### config.mk
export PLATFORM = sky130hd
export DESIGN_NAME = chirp_cmd_rx
export DESIGN_NICKNAME = d
export VERILOG_FILES = /design/src/rtl/chirp_cmd_pkg.sv /design/src/rtl/uart_rx_os16.sv /design/src/rtl/chirp_cmd_rx.sv
export SDC_FILE = /design/constraint.sdc
export NUM_CORES = 1
export LEC_CHECK = 0
export BUFFER_PORTS_ARGS = -buffer_cell sky130_fd_sc_hd__buf_2
export CORE_AREA = 4 4 83 85
export DETAILED_ROUTE_END_ITERATION = 8
export DIE_AREA = 0 0 87 89
export PLACE_DENSITY = 0.73
export SLEW_MARGIN = 20
export SYNTH_ARGS = -nofsm -noshare
export SYNTH_HDL_FRONTEND = slang
export SYNTH_HIERARCHICAL = 1
export SYNTH_SLANG_ARGS = --single-unit
### constraint.sdc
create_clock -name i_clk -period 1.9 [get_ports i_clk]
set_clock_uncertainty 0.05 [all_clocks]
set_input_delay 0.285 -clock i_clk [delete_from_list [all_inputs] [get_ports i_clk]]
set_output_delay 0.285 -clock i_clk [all_outputs]
set_load 0.01 [all_outputs]
### src/rtl/chirp_cmd_pkg.sv
// Shared constants and state enums for the chirp command receiver.
package chirp_cmd_pkg;

    localparam logic [7:0] HDR_BYTE = 8'hA5;
    localparam logic [7:0] SF_MIN   = 8'd6;
    localparam logic [7:0] SF_MAX   = 8'd12;

    typedef enum logic [1:0] {
        RX_IDLE,
        RX_START,
        RX_DATA,
        RX_STOP
    } rx_state_t;

    typedef enum logic [1:0] {
        P_HDR,
        P_SF,
        P_BW,
        P_CHK
    } prs_state_t;

endpackage

### src/rtl/uart_rx_os16.sv
// 8N1 UART byte receiver, LSB first, with 16x oversampling.
//
// state    | meaning
// RX_IDLE  | line idle, watching for a low level on each tick
// RX_START | start bit seen, re-checked at oversample count 7
// RX_DATA  | sampling 8 data bits, one every 16 ticks
// RX_STOP  | sampling stop bit; after a framing error, waits for line high
module uart_rx_os16
    import chirp_cmd_pkg::*;
#(
    parameter int unsigned OVS_DIV          = 65,
    parameter int unsigned DIVIDER_BITWIDTH = 7
) (
    input  logic       i_clk,
    input  logic       i_rst,
    input  logic       i_rx,
    output logic [7:0] o_byte_data,
    output logic       o_byte_valid,
    output logic       o_frame_err,
    output logic       o_tick
);

    logic [1:0]                  r_sync;
    logic [DIVIDER_BITWIDTH-1:0] r_div;
    rx_state_t                   r_state;
    logic [3:0]                  r_os_cnt;
    logic [2:0]                  r_bit_cnt;
    logic [7:0]                  r_shift;
    logic                        r_wait_high;
    logic                        r_byte_valid;
    logic                        r_frame_err;

    rx_state_t                   w_state_n;
    logic [3:0]                  w_os_cnt_n;
    logic [2:0]                  w_bit_cnt_n;
    logic [7:0]                  w_shift_n;
    logic                        w_wait_high_n;
    logic                        w_byte_valid_n;
    logic                        w_frame_err_n;
    logic                        w_rx;
    logic                        w_tick;

    assign w_rx   = r_sync[1];
    assign w_tick = (r_div == DIVIDER_BITWIDTH'(OVS_DIV - 1));

    // Two-flop synchroniser; idles high so reset never looks like a start bit.
    always_ff @(posedge i_clk) begin
        if (i_rst) r_sync <= 2'b11;
        else       r_sync <= {r_sync[0], i_rx};
    end

    // Oversample divider: one tick per wrap of 0..OVS_DIV-1.
    always_ff @(posedge i_clk) begin
        if (i_rst)       r_div <= '0;
        else if (w_tick) r_div <= '0;
        else             r_div <= r_div + 1'b1;
    end

    // Byte FSM state and datapath registers.
    always_ff @(posedge i_clk) begin
        if (i_rst) begin
            r_state      <= RX_IDLE;
            r_os_cnt     <= '0;
            r_bit_cnt    <= '0;
            r_shift      <= '0;
            r_wait_high  <= 1'b0;
            r_byte_valid <= 1'b0;
            r_frame_err  <= 1'b0;
        end else begin
            r_state      <= w_state_n;
            r_os_cnt     <= w_os_cnt_n;
            r_bit_cnt    <= w_bit_cnt_n;
            r_shift      <= w_shift_n;
            r_wait_high  <= w_wait_high_n;
            r_byte_valid <= w_byte_valid_n;
            r_frame_err  <= w_frame_err_n;
        end
    end

    // Byte FSM next-state and sampling decisions, evaluated only on ticks.
    always_comb begin
        w_state_n      = r_state;
        w_os_cnt_n     = r_os_cnt;
        w_bit_cnt_n    = r_bit_cnt;
        w_shift_n      = r_shift;
        w_wait_high_n  = r_wait_high;
        w_byte_valid_n = 1'b0;
        w_frame_err_n  = 1'b0;
        if (w_tick) begin
            case (r_state)
                RX_IDLE: begin
                    if (!w_rx) begin
                        w_state_n  = RX_START;
                        w_os_cnt_n = '0;
                    end
                end
                RX_START: begin
                    if (r_os_cnt == 4'd7) begin
                        if (!w_rx) begin
                            w_state_n   = RX_DATA;
                            w_os_cnt_n  = '0;
                            w_bit_cnt_n = '0;
                        end else begin
                            w_state_n = RX_IDLE;
                        end
                    end else begin
                        w_os_cnt_n = r_os_cnt + 4'd1;
                    end
                end
                RX_DATA: begin
                    if (r_os_cnt == 4'd15) begin
                        w_shift_n  = {w_rx, r_shift[7:1]};
                        w_os_cnt_n = '0;
                        if (r_bit_cnt == 3'd7) w_state_n = RX_STOP;
                        else                   w_bit_cnt_n = r_bit_cnt + 3'd1;
                    end else begin
                        w_os_cnt_n = r_os_cnt + 4'd1;
                    end
                end
                RX_STOP: begin
                    if (r_wait_high) begin
                        if (w_rx) begin
                            w_state_n     = RX_IDLE;
                            w_wait_high_n = 1'b0;
                        end
                    end else if (r_os_cnt == 4'd15) begin
                        if (w_rx) begin
                            w_byte_valid_n = 1'b1;
                            w_state_n      = RX_IDLE;
                        end else begin
                            w_frame_err_n = 1'b1;
                            w_wait_high_n = 1'b1;
                        end
                    end else begin
                        w_os_cnt_n = r_os_cnt + 4'd1;
                    end
                end
                default: w_state_n = RX_IDLE;
            endcase
        end
    end

    assign o_byte_data  = r_shift;
    assign o_byte_valid = r_byte_valid;
    assign o_frame_err  = r_frame_err;
    assign o_tick       = w_tick;

endmodule

### src/rtl/chirp_cmd_rx.sv
// Chirp configuration frame receiver: A5 | SF | BW | A5^SF^BW.
//
// state | meaning
// P_HDR | waiting for header byte 0xA5
// P_SF  | next byte is the spreading factor
// P_BW  | next byte is the bandwidth code
// P_CHK | next byte is the checksum; frame is validated and applied
module chirp_cmd_rx
    import chirp_cmd_pkg::*;
#(
    parameter int unsigned CLK_FREQ_HZ      = 10_000_000,
    parameter int unsigned OVS_DIV          = 65,
    parameter int unsigned DIVIDER_BITWIDTH = 7,
    parameter int unsigned MAX_SF_WIDTH     = 8,
    parameter int unsigned BW_BITWIDTH      = 2,
    parameter int unsigned TIMEOUT_TICKS    = 640
) (
    input  logic                    i_clk,
    input  logic                    i_rst,
    input  logic                    i_rx,
    output logic [MAX_SF_WIDTH-1:0] o_sf,
    output logic [BW_BITWIDTH-1:0]  o_bw,
    output logic                    o_cfg_valid,
    output logic                    o_err
);

    localparam int unsigned TO_W = $clog2(TIMEOUT_TICKS + 1);
    // Constant true whenever the clock is fast enough to oversample 16x;
    // otherwise the inactivity timer never advances.
    localparam logic CLK_OK = (CLK_FREQ_HZ >= 16 * OVS_DIV);

    logic [7:0]              w_byte;
    logic                    w_byte_valid;
    logic                    w_frame_err;
    logic                    w_tick;
    logic                    w_timeout;
    logic                    w_chk_ok;

    prs_state_t              r_pstate;
    logic [7:0]              r_sh_sf;
    logic [7:0]              r_sh_bw;
    logic [MAX_SF_WIDTH-1:0] r_sf;
    logic [BW_BITWIDTH-1:0]  r_bw;
    logic                    r_cfg_valid;
    logic                    r_err;
    logic [TO_W-1:0]         r_to_cnt;

    prs_state_t              w_pstate_n;
    logic [7:0]              w_sh_sf_n;
    logic [7:0]              w_sh_bw_n;
    logic [MAX_SF_WIDTH-1:0] w_sf_n;
    logic [BW_BITWIDTH-1:0]  w_bw_n;
    logic                    w_cfg_valid_n;
    logic                    w_err_n;

    uart_rx_os16 #(
        .OVS_DIV          (OVS_DIV),
        .DIVIDER_BITWIDTH (DIVIDER_BITWIDTH)
    ) u_uart (
        .i_clk        (i_clk),
        .i_rst        (i_rst),
        .i_rx         (i_rx),
        .o_byte_data  (w_byte),
        .o_byte_valid (w_byte_valid),
        .o_frame_err  (w_frame_err),
        .o_tick       (w_tick)
    );

    assign w_timeout = (r_pstate != P_HDR) && (r_to_cnt == TO_W'(TIMEOUT_TICKS));

    assign w_chk_ok = (w_byte == (HDR_BYTE ^ r_sh_sf ^ r_sh_bw))
                   && (r_sh_sf >= SF_MIN) && (r_sh_sf <= SF_MAX)
                   && ((r_sh_bw >> BW_BITWIDTH) == 8'd0);

    // Inactivity timer: only runs mid-frame, cleared by every received byte.
    always_ff @(posedge i_clk) begin
        if (i_rst || w_byte_valid || (r_pstate == P_HDR))
            r_to_cnt <= '0;
        else if (w_tick && CLK_OK && !w_timeout)
            r_to_cnt <= r_to_cnt + 1'b1;
    end

    // Parser state, shadow and applied configuration registers.
    always_ff @(posedge i_clk) begin
        if (i_rst) begin
            r_pstate    <= P_HDR;
            r_sh_sf     <= '0;
            r_sh_bw     <= '0;
            r_sf        <= MAX_SF_WIDTH'(7);
            r_bw        <= '0;
            r_cfg_valid <= 1'b0;
            r_err       <= 1'b0;
        end else begin
            r_pstate    <= w_pstate_n;
            r_sh_sf     <= w_sh_sf_n;
            r_sh_bw     <= w_sh_bw_n;
            r_sf        <= w_sf_n;
            r_bw        <= w_bw_n;
            r_cfg_valid <= w_cfg_valid_n;
            r_err       <= w_err_n;
        end
    end

    // Parser next-state; a received byte takes priority over a same-cycle timeout.
    always_comb begin
        w_pstate_n    = r_pstate;
        w_sh_sf_n     = r_sh_sf;
        w_sh_bw_n     = r_sh_bw;
        w_sf_n        = r_sf;
        w_bw_n        = r_bw;
        w_cfg_valid_n = 1'b0;
        w_err_n       = w_frame_err;
        if (w_byte_valid) begin
            case (r_pstate)
                P_HDR: if (w_byte == HDR_BYTE) w_pstate_n = P_SF;
                P_SF: begin
                    w_sh_sf_n  = w_byte;
                    w_pstate_n = P_BW;
                end
                P_BW: begin
                    w_sh_bw_n  = w_byte;
                    w_pstate_n = P_CHK;
                end
                P_CHK: begin
                    if (w_chk_ok) begin
                        w_sf_n        = MAX_SF_WIDTH'(r_sh_sf);
                        w_bw_n        = r_sh_bw[BW_BITWIDTH-1:0];
                        w_cfg_valid_n = 1'b1;
                    end else begin
                        w_err_n = 1'b1;
                    end
                    w_pstate_n = P_HDR;
                end
                default: w_pstate_n = P_HDR;
            endcase
        end else if (w_timeout) begin
            w_pstate_n = P_HDR;
            w_err_n    = 1'b1;
        end
    end

    assign o_sf        = r_sf;
    assign o_bw        = r_bw;
    assign o_cfg_valid = r_cfg_valid;
    assign o_err       = r_err;

endmodule

### Yosys cells after proc, flatten, opt, wreduce, memory -nomap -nowiden

Index checks and enable logic that the tools add are counted.

* register bits after elaboration: 69
* input port bits: 3
* output and inout port bits: 12
* logic and storage cells: 113

* add/subtract/negate cells: 4
* order comparisons: 2
* eq/ne operators: 23
* mux-type cells: 33
* bitwise gates (word level): 7
* reductions and logical operators: 27

Operators with widths (count)
* two-way mux 2 bit: 11
* two-way mux 4 bit: 5
* one-hot mux 2 bit (4 select lines): 2
* one-hot mux 4 bit (4 select lines): 1
* two-way mux 3 bit: 4
* AND reduction 6 bit: 2
* adder 10 x 1 -> 10 bit (second input constant): 1
* equality test 10 bit (second input constant): 1
* inequality test 2 bit (second input constant): 5
* two-way mux 1 bit: 9
* AND reduction 3 bit: 3
* equality test 2 bit (second input constant): 4
* equality test 8 bit: 1
* equality test 8 bit (second input constant): 1
* greater-or-equal comparator 8 x 3 -> 1 bit (second input constant): 1
* <= comparator 8 x 4 -> 1 bit (second input constant): 1
* logical NOT 8 bit: 1
* AND reduction 2 bit: 4
* XOR 8 bit: 1
* adder 7 x 1 -> 7 bit (second input constant): 1
* equality test 7 bit (second input constant): 1
* inequality test 2 x 1 -> 1 bit (second input constant): 3
* one-hot mux 3 bit (2 select lines): 1
* nonzero test 2 bit: 3
* other kinds (18): 29

### Depth between registers and ports, before layout

* depth after elaboration: 9
* gate-level depth with buffers: 11
* mapped depth without buffers: 9

### Modules after synthesis

The synthesis kept the hierarchy.

Modules (own cells, without submodules)
* chirp_cmd_rx: instances 1, cells each 214, area each 1915.6 um^2, sequential area each 800.8 um^2
* uart_rx_os16: instances 1, cells each 151, area each 1371.3 um^2, sequential area each 580.6 um^2

### Worst setup path after synthesis

No wires, ideal clock.

* path kind: register -> register
* start: reg r_sh_sf[3]
* end: reg r_sf[0] (netlist: o_sf[0])
* library setup time: 0.126 ns
* data arrival time: 1.825 ns
* data required time: 1.724 ns
* setup slack: -0.101 ns
* cell stages (with the launch flop): 7
* cells stage by stage: dfxtp_1 -> xor3_2 -> nor4_4 -> nor4b_4 -> and3_1 -> buf_6 -> o211ai_1

* word-level cells in the longest chain between the ends: 6

Ends and longest elaborated chain
* start, declared: line chirp_cmd_rx.sv:40 `logic [7:0] r_sh_sf;`
* start signal, assigned: line chirp_cmd_rx.sv:95 `r_sh_sf <= w_sh_sf_n;`
* branches (longest 3 deep; another with greater-or-equal comparator 8 x 3 -> 1 bit)
* logical AND 1 bit *: line chirp_cmd_rx.sv:72 `&& (r_sh_sf >= SF_MIN) && (r_sh_sf <= SF_MAX)`
* logical AND 1 bit *: line chirp_cmd_rx.sv:73 `&& ((r_sh_bw >> BW_BITWIDTH) == 8'd0);`
* AND reduction 3 bit (no source line) *
* end signal, assigned: line chirp_cmd_rx.sv:97 `r_sf <= w_sf_n;`
* end, declared: line chirp_cmd_rx.sv:42 `logic [MAX_SF_WIDTH-1:0] r_sf;`

Mark *: on every way between the ends.
A chain may end at the register's enable or synchronous reset.

### Worst setup path in the final report

* start: reg r_sh_bw[6]
* end: reg r_sf[3] (netlist: o_sf[3])

* word-level cells in the longest chain between the ends: 6

Ends and longest elaborated chain
* start, declared: line chirp_cmd_rx.sv:41 `logic [7:0] r_sh_bw;`
* start signal, assigned: line chirp_cmd_rx.sv:96 `r_sh_bw <= w_sh_bw_n;`
* XOR 8 bit: line chirp_cmd_rx.sv:71 `assign w_chk_ok = (w_byte == (HDR_BYTE ^ r_sh_sf ^ r_sh_bw))`
* equality test 8 bit: line chirp_cmd_rx.sv:71
* logical AND 1 bit (2 in series): line chirp_cmd_rx.sv:72
* logical AND 1 bit *: line chirp_cmd_rx.sv:73
* AND reduction 3 bit (no source line) *

Mark *: on every way between the ends. The rest lies on a longest branch, timed or not.

==> summary.md <==
| Metric | Value |
|---|---|
| Status | `complete, no violations` |
| Core outline area | `between 6000 and 7000 um2` |
| Complex-gate fraction of the synthesized area | `0.129` |
| Final number of setup-violating endpoints | `0` |
| HP Start | `i_rx` |
| First-pass iteration count of the detailed router | `4` |
| GRT Util Overall | `0.180` |
| Syn_area_per_cell | `9.01 um2` |
| DRT antenna net count | `0` |
| Min-Delay Path Depth | `2` |
| Post-synthesis share of cell area spent on xor and xnor gates | `0.0811` |
| Num Clock Sinks | `69` |
| Top-count cell post-synth | `sky130_fd_sc_hd__dfxtp_1` |
| Worst path buffer plus inverter count | `1` |
| Type of element launching the critical path | `flop` |
| Number of warning messages in the yosys log | `6` |
| Worst min-delay path category | `in -> reg` |
| Iter 0 DRT Violations | `143` |
| Number of pins exceeding their max-slew limit in the final report | `0` |
| Required time reported for the critical path endpoint | `around 2.1 ns` |
| Clock-pin slew of the registers on the worst-case setup and hold paths | `roughly 0.070 ns` |
| Root Buffer Master | `sky130_fd_sc_hd__clkbuf_8` |
| Cell with the biggest individual delay on the critical path | `sky130_fd_sc_hd__xor3_2` |
| Overall Power | `approximately 2700 uW` |
| Hold Fails Final Rpt | `0` |
| # nets final | `approximately 410` |
| Total detailed-routing wirelength | `roughly 6.6 mm` |
| Clock Tree Buf Depth | `2` |
| Number of synthesized flops with an enable pin | `0` |
| Top post-synthesis cells by area | `sky130_fd_sc_hd__dfxtp_1, sky130_fd_sc_hd__a21oi_1, sky130_fd_sc_hd__ha_1, sky130_fd_sc_hd__nor2_1, sky130_fd_sc_hd__nand2_1` |
| Worst rel slew slack | `0.630` |
| Yosys top cell area share | `0.420` |
| Cell Area, Synth | `about 3300 um2` |
| Weighted congestion at the end of routability-driven global placement | `0.849` |
| Dominant combinational cell family by area after synthesis | `simple AND/OR/NAND/NOR gates` |
| DR WL/cell | `roughly 14 um` |
| Fill count | `about 520` |
| Max-capacitance violation count | `0` |
| Die height | `89 um` |
| Via count | `~2700` |
| Post-place instance area | `about 3600 um2` |
| Max FO, Critical Path | `6` |
| Footprint of the multi-input gates | `about 1800 um2` |
| Portion of the post-synthesis area used by sequential elements | `0.420` |
| Synthesized-area fraction occupied by and/or/nand/nor cells | `0.251` |
| DR vias/cell | `5.56` |
| Terminating pin of the worst hold path | `u_uart/r_sync[0]$_SDFF_PP1_` |
| H-tree depth | `3` |
| Multiplexer share of the synthesized area | `0.0278` |
| Slowest Stage Delay on Critical Path | `0.44 ns` |
| Synth Instances | `around 370` |
| Number of antenna violations at the first check in global routing | `0` |
| Dominant synthesized flop cell | `sky130_fd_sc_hd__dfxtp_1` |
| Worst Setup End Kind | `flop` |
| Share of flip-flops with an asynchronous set or reset after synthesis | `0` |
| RSZ-0062 raised after global routing | `yes` |
| Fmax | `0.527 GHz` |
| Total non-filler cell area in the finished layout | `between 3000 and 4000 um2` |
| Global-route wire length before repair | `~11 mm` |
| DR DRC count | `0` |
| Cell Chain, Critical Path | `xor3_2 > nor4_4 > nor4b_4 > buf_4 > nand4_1 > a21oi_1` |
| Horizontal die dimension | `approximately 87 um` |
| Static leakage power | `0.00146 uW` |
| Effective utilization at floorplan | `0.530` |
| Library cells used by synthesis | `56` |
| Met3 Usage GRT | `0.0516` |
| Storage element area | `1390 um2` |
| Critical path data arrival time | `between 2 and 2.5 ns` |
| Clock latency at the later pin of the worst-skew pair | `roughly 0.34 ns` |
| Worst R2R End | `o_sf[3]$_SDFFE_PP0P_` |
| Cell taking the most area after synthesis | `sky130_fd_sc_hd__dfxtp_1` |
| Floorplan die area | `7740 um2` |
| R2R setup slack | `between 0.002 and 0.0025 ns` |
| Congestion Overflow GR | `0` |
| Final period utilization | `0.999` |
| Met1 global-route usage | `0.217` |
| Launch point of the worst reg-to-reg path | `r_sh_bw[6]$_SDFFE_PP0P_` |
| Maximum number of pins on one net before global-route repair | `24` |
| Post-CTS Hold Buffers | `0` |
| Critical path start-end classification | `reg -> reg` |
| Clock tree from TritonCTS | `yes` |
| Num rows | `29` |
| Post-route worst hold slack | `0.0764 ns` |
| Reg2Reg Depth | `6` |
| Cell class contributing the biggest share of worst-path delay | `simple AND/OR/NAND/NOR gates` |
| Post-Route Utilization | `0.615` |
| Share of synthesized cell area in full adder, half adder and majority cells | `0.0419` |
| Power density normalized to cell area | `704 nW/um2` |
| Maximum vdd drop | `around 0.36 mV` |
| Slew @ Worst Pin | `approximately 0.55 ns` |
| Final min period | `approximately 1.9 ns` |
| Share of layout cells above drive strength 1 | `0.205` |
| FF+latch count, synth | `69` |
| Number of antenna diodes | `0` |
| Top cells by instance count after synthesis | `sky130_fd_sc_hd__dfxtp_1, sky130_fd_sc_hd__a21oi_1, sky130_fd_sc_hd__nor2_1` |
| Most Crowded Layer GR | `met2` |
| Placed wire-length estimate | `about 4.6 mm` |
| Net count after synthesis | `379` |
| Area growth from synthesis to layout | `16.1%` |
| Number of primary I/O pins | `15` |
| Number of buffers created by CTS | `9` |
| Number of global-route vias before repair | `2474` |
| Met2 usage | `0.302` |
| Total of buffers placed on input and output ports | `14` |
layout by cell type (no fill, tap or decap), types with 11 or more instances in the layout:
master / count
sky130_fd_sc_hd__ha_1: 11
sky130_fd_sc_hd__nand2_1: 30
sky130_fd_sc_hd__nand3_1: 21
sky130_fd_sc_hd__buf_4: 29
sky130_fd_sc_hd__a21oi_1: 34
sky130_fd_sc_hd__inv_1: 19
sky130_fd_sc_hd__dfxtp_1: 63
sky130_fd_sc_hd__nor2_1: 33
sky130_fd_sc_hd__buf_2: 14
sky130_fd_sc_hd__nand4_1: 11
layer usage:
layer | up-vias | part of all wire
li1 | 1357 | -
met1 | 1269 | 0.47
met2 | 42 | 0.48
met3 | 6 | 0.034
met4 | 0 | 0.011
met5 | - | 0
registers in the layout, summed over array words and instances, names as in the netlist, named ones only:
register             cells
u_uart/o_byte_valid      1
u_uart/r_state           1
u_uart/r_bit_cnt         3
u_uart/o_frame_err       1
o_sf                     8
o_cfg_valid              1
u_uart/r_wait_high       1
u_uart/r_div             7
r_sh_sf                  8
r_to_cnt                10
o_bw                     2
u_uart/o_byte_data       8
u_uart/r_os_cnt          4
u_uart/r_sync            2
o_err                    1
r_sh_bw                  8
r_pstate                 2
how the worst max path moves through the flow:
stage,cells after the start,from,end
global placement,5,r_sh_bw[6]$_SDFFE_PP0P_,o_sf[2]$_SDFFE_PP1P_
detailed placement,5,r_sh_bw[0]$_SDFFE_PP0P_,o_sf[1]$_SDFFE_PP1P_
finish,6,r_sh_bw[6]$_SDFFE_PP0P_,o_sf[3]$_SDFFE_PP0P_
floorplan,6,r_sh_bw[6]$_SDFFE_PP0P_,o_sf[0]$_SDFFE_PP1P_
CTS,7,r_pstate[0]$_SDFFE_PP0P_,r_pstate[0]$_SDFFE_PP0P_
global route,5,r_sh_sf[3]$_SDFFE_PP0P_,o_sf[2]$_SDFFE_PP1P_
power breakdown:
part / switching [uW] / leakage, uW / total, uW / internal (uW)
sequential: 6.42 / 0.000560 / 1460 / 1450
combinational: 32.9 / 0.000808 / 53.3 / 20.4
clock: 537 / 0.0000964 / 1180 / 639
cell families (layout without fill, tap and decap cells):
kind of cell,count (synthesis),in the layout
DFF,69,69
and+or+nand+nor,147,147
adders and majority gates,11,11
buffers and inverters,39,78
AOI/OAI and AO/OA,70,70
muxes,9,9
xor gates and xnor gates,20,20
cell type report:
| type | count | share of cell area |
|---|---|---|
| multi-input cells | 257 | 0.465 |
| flip-flops and latches | 69 | 0.365 |
| repair buffers | 43 | 0.0754 |
| clock buffers | 12 | 0.0380 |
| well taps | 77 | 0.0253 |
| inverters | 19 | 0.0187 |
| clock inverters | 4 | 0.0125 |
stage by stage:
| stage | setup TNS [ns] | setup slack [ns] | std cells |
|---|---|---|---|
| final | 0 | 0.00221 | 481 |
| after global routing | -0.572 | -0.0844 | 481 |
| after CTS | 0 | 0.00987 | 478 |
| after detailed placement | -0.208 | -0.0591 | 461 |
| after global placement | 0 | 0.0198 | 461 |
| after floorplan | -0.147 | -0.0413 | 365 |
what timing repair did:
item	4_1_cts	5_1_grt
pin swaps	4	8
endpoints found under the setup margin	9	19
endpoints found under the hold margin	0	0
gates resized for setup	6	11
buffers inserted	1	3
(Power assumes the default switching activity.)
